--- src/rtl/display_pkg.sv ---
`default_nettype none
// ============================================================================
//  Module      : display_pkg
//  Description : Shared display-geometry constants for the game matrix:
//                display timing origin, cell pitch/offset, grid size and
//                index/position widths. Used by the index mapper, the sprite
//                renderer and the game logic.
//  Revision    : 1.0 - initial release
// ============================================================================
package display_pkg;

    // Display timing: first visible pixel / line
    localparam int unsigned H_VIS_START = 336;
    localparam int unsigned V_VIS_START = 27;

    // Cell geometry (same on both axes)
    localparam int unsigned CELL_PX     = 16;
    localparam int unsigned CELL_OFS    = 7;
    localparam int unsigned CELL_SHIFT  = $clog2(CELL_PX);

    // Game grid size
    localparam int unsigned GRID_COLS   = 80;
    localparam int unsigned GRID_ROWS   = 45;

    // Index and position widths
    localparam int unsigned IDX_X_W     = 7;
    localparam int unsigned IDX_Y_W     = 6;
    localparam int unsigned POS_X_W     = 11;
    localparam int unsigned POS_Y_W     = 10;

    // Largest coordinate an in-range index can produce on each axis
    localparam int unsigned MAX_POS_X   = H_VIS_START + CELL_OFS + (GRID_COLS - 1) * CELL_PX;
    localparam int unsigned MAX_POS_Y   = V_VIS_START + CELL_OFS + (GRID_ROWS - 1) * CELL_PX;

    // True when v is a non-zero power of two
    function automatic bit is_pow2(input int unsigned v);
        return (v != 0) && ((v & (v - 1)) == 0);
    endfunction

endpackage : display_pkg
`default_nettype wire

--- src/rtl/axis_index_to_pixel.sv ---
`default_nettype none
// ============================================================================
//  Module      : axis_index_to_pixel
//  Description : Combinational single-axis mapping of a cell index to its
//                sprite draw coordinate: pos = BASE + OFFSET + (idx << SHIFT).
//                The sum is formed one bit wider than the output and then
//                truncated. Also reports whether the index is below COUNT.
//  Ports       : idx_i      - cell index on this axis
//                pos_o      - pixel coordinate (truncated to POS_W)
//                in_range_o - idx_i < COUNT
//  Revision    : 1.0 - initial release
// ============================================================================
module axis_index_to_pixel #(
    parameter int unsigned IDX_W  = 7,
    parameter int unsigned POS_W  = 11,
    parameter int unsigned BASE   = 336,
    parameter int unsigned OFFSET = 7,
    parameter int unsigned SHIFT  = 4,
    parameter int unsigned COUNT  = 80
) (
    input  logic [IDX_W-1:0] idx_i,
    output logic [POS_W-1:0] pos_o,
    output logic             in_range_o
);

    localparam int unsigned         C_FULL_W = POS_W + 1;
    localparam logic [C_FULL_W-1:0] C_ORIGIN = C_FULL_W'(BASE + OFFSET);
    localparam logic [IDX_W:0]      C_COUNT  = (IDX_W + 1)'(COUNT);

    logic [C_FULL_W-1:0] w_idx_ext;
    logic [C_FULL_W-1:0] w_full;
    logic                w_unused_msb;

    // Shift replaces the multiply; pitch is a power of two.
    assign w_idx_ext    = C_FULL_W'(idx_i);
    assign w_full       = C_ORIGIN + (w_idx_ext << SHIFT);
    assign pos_o        = w_full[POS_W-1:0];
    // Only reachable by out-of-range indices, whose position is discarded.
    assign w_unused_msb = w_full[POS_W];

    assign in_range_o   = ({1'b0, idx_i} < C_COUNT);

endmodule : axis_index_to_pixel
`default_nettype wire

--- src/rtl/map_index_to_display.sv ---
`default_nettype none
// ============================================================================
//  Module      : map_index_to_display
//  Description : Maps a game-matrix cell index (x,y) to the display pixel at
//                which the cell sprite is drawn. One register stage; indices
//                outside the grid raise out_of_range for one cycle and leave
//                the last good position in place.
//  Ports       : clk, rst_n           - clock, async active-low reset
//                matrix_idx_x/_y      - cell column / row index
//                idx_valid            - qualifies the indices this cycle
//                display_pos_x/_y     - registered pixel coordinate
//                pos_valid            - one-cycle pulse per in-range index
//                out_of_range         - one-cycle pulse per out-of-range index
//  Revision    : 1.0 - initial release
// ============================================================================
module map_index_to_display
    import display_pkg::*;
(
    input  logic               clk,
    input  logic               rst_n,
    input  logic [IDX_X_W-1:0] matrix_idx_x,
    input  logic [IDX_Y_W-1:0] matrix_idx_y,
    input  logic               idx_valid,
    output logic [POS_X_W-1:0] display_pos_x,
    output logic [POS_Y_W-1:0] display_pos_y,
    output logic               pos_valid,
    output logic               out_of_range
);

    // ------------------------------------------------------------------
    // Elaboration-time geometry checks
    // ------------------------------------------------------------------
    if (!is_pow2(CELL_PX)) begin : g_chk_cell_pow2
        $error("map_index_to_display: CELL_PX must be a power of two");
    end
    if (MAX_POS_X >= (1 << POS_X_W)) begin : g_chk_max_x
        $error("map_index_to_display: max in-range x does not fit POS_X_W");
    end
    if (MAX_POS_Y >= (1 << POS_Y_W)) begin : g_chk_max_y
        $error("map_index_to_display: max in-range y does not fit POS_Y_W");
    end

    // ------------------------------------------------------------------
    // Per-axis combinational mapping
    // ------------------------------------------------------------------
    logic [POS_X_W-1:0] w_pos_x;
    logic [POS_Y_W-1:0] w_pos_y;
    logic               w_x_in_range;
    logic               w_y_in_range;
    logic               w_in_range;

    axis_index_to_pixel #(
        .IDX_W  (IDX_X_W),
        .POS_W  (POS_X_W),
        .BASE   (H_VIS_START),
        .OFFSET (CELL_OFS),
        .SHIFT  (CELL_SHIFT),
        .COUNT  (GRID_COLS)
    ) u_axis_x (
        .idx_i      (matrix_idx_x),
        .pos_o      (w_pos_x),
        .in_range_o (w_x_in_range)
    );

    axis_index_to_pixel #(
        .IDX_W  (IDX_Y_W),
        .POS_W  (POS_Y_W),
        .BASE   (V_VIS_START),
        .OFFSET (CELL_OFS),
        .SHIFT  (CELL_SHIFT),
        .COUNT  (GRID_ROWS)
    ) u_axis_y (
        .idx_i      (matrix_idx_y),
        .pos_o      (w_pos_y),
        .in_range_o (w_y_in_range)
    );

    assign w_in_range = w_x_in_range & w_y_in_range;

    // ------------------------------------------------------------------
    // Output register stage
    // ------------------------------------------------------------------
    logic [POS_X_W-1:0] pos_x_q, pos_x_d;
    logic [POS_Y_W-1:0] pos_y_q, pos_y_d;
    logic               pos_valid_q, pos_valid_d;
    logic               oor_q, oor_d;

    always_comb begin
        pos_x_d     = pos_x_q;
        pos_y_d     = pos_y_q;
        pos_valid_d = 1'b0;
        oor_d       = 1'b0;
        if (idx_valid) begin
            if (w_in_range) begin
                pos_x_d     = w_pos_x;
                pos_y_d     = w_pos_y;
                pos_valid_d = 1'b1;
            end else begin
                // Keep the last good position so the renderer never sees
                // a coordinate derived from an illegal index.
                oor_d = 1'b1;
            end
        end
    end

    always_ff @(posedge clk or negedge rst_n) begin
        if (!rst_n) begin
            pos_x_q     <= '0;
            pos_y_q     <= '0;
            pos_valid_q <= 1'b0;
            oor_q       <= 1'b0;
        end else begin
            pos_x_q     <= pos_x_d;
            pos_y_q     <= pos_y_d;
            pos_valid_q <= pos_valid_d;
            oor_q       <= oor_d;
        end
    end

    assign display_pos_x = pos_x_q;
    assign display_pos_y = pos_y_q;
    assign pos_valid     = pos_valid_q;
    assign out_of_range  = oor_q;

endmodule : map_index_to_display
`default_nettype wire

--- config.mk ---
export PLATFORM = sky130hd
export DESIGN_NAME = map_index_to_display
export DESIGN_NICKNAME = d
export VERILOG_FILES = /design/src/rtl/display_pkg.sv /design/src/rtl/axis_index_to_pixel.sv /design/src/rtl/map_index_to_display.sv
export SDC_FILE = /design/constraint.sdc
export NUM_CORES = 1
export LEC_CHECK = 0
export CAP_MARGIN = 5
export CORE_MARGIN = 5
export CORE_UTILIZATION = 40
export DETAILED_ROUTE_END_ITERATION = 10
export PLACE_DENSITY = 0.78
export SLEW_MARGIN = 5
export SYNTH_ARGS = -nofsm -noshare
export SYNTH_HDL_FRONTEND = slang
export SYNTH_SLANG_ARGS = --single-unit
--- constraint.sdc ---
create_clock -name clk -period 1 [get_ports clk]
set_clock_uncertainty 0.15 [all_clocks]
set_input_delay 0.2 -clock clk [delete_from_list [all_inputs] [get_ports clk]]
set_output_delay 0.2 -clock clk [all_outputs]
set_load 0.1 [all_outputs]
==> reports/qor.txt <==
Starting Density = 0.426
Worst endpoint data arrival time = 1.06 ns
Seq cells post-synth = 16
Synth Area per Inst = 13.0 sq um
Largest net degree at the start of global routing = 10
Post-synthesis cell count = 65
Asr flop ratio synth = 1.00
Status = finished, violations left
CP Cell Sequence = buf_12
TNS Setup = -10.56 ns
Design Power = 3.57 mW
Ys flop type = dfrtp_1
Antenna cell count = 0
Max incr delay on CP = 0.56 ns
Routed wire length = 3150 um
Vias = 735
Hold_ws = 0.0549 ns
Critical Path End Type = primary output
Clock transition at the registers of the reported paths = 0.11 ns
Post-route ant nets = 0
Reg2reg start = display_pos_x[8]$_DFFE_PN0P_
Yosys warning total = 0
Final setup margin = -0.415 ns
CP startpoint kind = flop
Overall Global Routing Usage = 0.196
LEAKAGE = 0.797 nW
Die X = 55.9 um
Hold crit path type = primary input to asynchronous set/reset pin
Fillers = 85
Crit path max fanout = 5
DR iter-0 viols = 10
Number of synthesized flops with an enable pin = 0
Unrepaired setup endpoints after global routing = true
Global-route wire length before repair = 4620 um
Critical path required time = 0.65 ns
PD cells = 2080 nW/um^2
CTS tree = done
DIE AREA = 3130 sq um
Share of the synthesized area in the top cell type = 0.475
Peak VDD IR = 1.76 mV
Final #Nets = 144
Crit path kind = flop to primary output
# clock sinks = 16
Inst Count DP = 140
Slowest-stage cell, CP = dfrtp_4
Core Util, Final = 0.864
Worst skew pair latency = 0.31 ns
Bufs and invs on worst path = 1
Sequential area share after synthesis = 0.475
Hold Buf Count CTS = 0
Max-slew violations = 0
Worst R2R Setup Slack = -0.17 ns
Synth unique cells = 23
Layout cells sized above 1 = 0.744
Die height = 55.9 um
Pre-antenna DRT Iters = 4
Fmax = 707 MHz
Final HPWL DP = 1950 um
Most common cell in the synthesized netlist = dfrtp_1
Largest area contributor in the netlist = dfrtp_1
DR vias/cell = 4.84
Max-cap violation count = 0
Avg WL per Cell = 20.7 um
Most frequent cells after synthesis = 16 x dfrtp_1, 7 x buf_4, 5 x mux2_2, 5 x mux2_4
Hold Vio Cnt, Final = 0
# setup viols final = 34
Placeable Area = 1980 sq um
Max Root-Sink Buffers = 2
Final GP Congestion = 0.796
Reg2reg end = display_pos_x[8]$_DFFE_PN0P_
Tmin final = 1.41 ns
Synth area leaders = dfrtp_1 47%, mux2_4 8.9%, mux2_2 6.7%, buf_4 6.2%, xnor2_1 4.2%
Family with the most delay on the worst path = flip-flops
Root buffer cell = clkbuf_4
Cell area after synthesis = 843 sq um
Area Overhead vs Synth = 103%
H-tree levels = 1
Register-to-Register Path Depth = 2
Fin crit share = 1.41
Residual DRC count = 0
I/O pin total = 39
Initial antenna violation count = 0
Final non-filler cell total = 152
GRT overflow = 0
CTS buffer count = 3
Vias in the first global route = 855
Failing checks = negative setup slack
I/O Buffers = 34
FP Rows = 16
[routing by layer]
| layer | GRT usage | part of all wire | vias to the layer above | routed length [um] |
|---|---|---|---|---|
| li1 | - | - | 326 | - |
| met1 | 0.210 | 0.36 | 360 | 1120 |
| met2 | 0.361 | 0.54 | 34 | 1710 |
| met3 | 0.0302 | 0.044 | 15 | 139 |
| met4 | 0.112 | 0.057 | 0 | 179 |
| met5 | 0 | 0 | - | 0 |
[where the power goes]
group	internal [mW]	switching, mW
clock	0.223	0.245
combinational	0.838	1.27
sequential	0.850	0.147
[area by class of cell]
cell class / count / area [sq um] / share of cell area
clock buffers: 4 / 36.3 / 0.0212
inverters: 4 / 15.0 / 0.00877
multi-input cells: 39 / 412 / 0.240
flip-flops and latches: 16 / 455 / 0.266
well taps: 27 / 33.8 / 0.0197
repair buffers: 62 / 761 / 0.444
[worst reg2reg max path: stages, from the launching register on]
cell and delay, ns:
dfrtp_4 0.52, buf_6 0.13, mux2_4 0.27
[worst max path at each step]
| stage | from | endpoint | cells after the start |
|---|---|---|---|
| detailed placement | matrix_idx_y[0] | display_pos_x[9]$_DFFE_PN0P_ | 6 |
| global placement | matrix_idx_y[1] | display_pos_y[4]$_DFFE_PN0P_ | 6 |
| CTS | display_pos_x[2]$_DFFE_PN0P_ | display_pos_y[1] | 1 |
| floorplan | matrix_idx_y[1] | display_pos_x[5]$_DFFE_PN0P_ | 6 |
| finish | display_pos_x[2]$_DFFE_PN0P_ | display_pos_x[1] | 1 |
| global route | display_pos_x[2]$_DFFE_PN0P_ | display_pos_x[0] | 1 |
[cell families after synthesis]
logic type / synth area share
AOI/OAI and AO/OA: 0.0846
buffers and inverters: 0.117
muxes: 0.180
DFF: 0.475
adders and majority gates: 0.0297
xor gates and xnor gates: 0.0727
and+or+nand+nor: 0.0371
other: 0.00445
[repair_timing]
item,CTS,global route
hold endpoints to repair,0,0
setup endpoints to repair,35,34
setup buffers,8,1
pin swaps,8,6
gates resized for setup,56,7
[through the flow]
stage	instance area, sq um	setup slack [ns]
floorplan	935	-0.472
global placement	1550	-0.952
detailed placement	1550	-0.980
CTS	1680	-0.399
global route	1710	-0.436
finish	1710	-0.415
[flip-flops by register name (all words and copies together), names as in the netlist]
name and count:
display_pos_x 8, display_pos_y 6, out_of_range 1, pos_valid 1
[placed cells by master (no fill, tap or decap), types with 2 or more instances in the layout]
cell type,n
xor2_1,3
buf_2,3
buf_4,22
clkdlybuf4s15_1,3
inv_1,4
mux2_4,10
buf_6,9
dfrtp_4,14
dfrtp_2,2
o21ai_2,2
xnor2_1,4
buf_12,20
dlygate4sd2_1,3
clkbuf_4,3
mux2i_1,2
conb_1,4
Note: power is estimated with default switching activity, not from simulation.
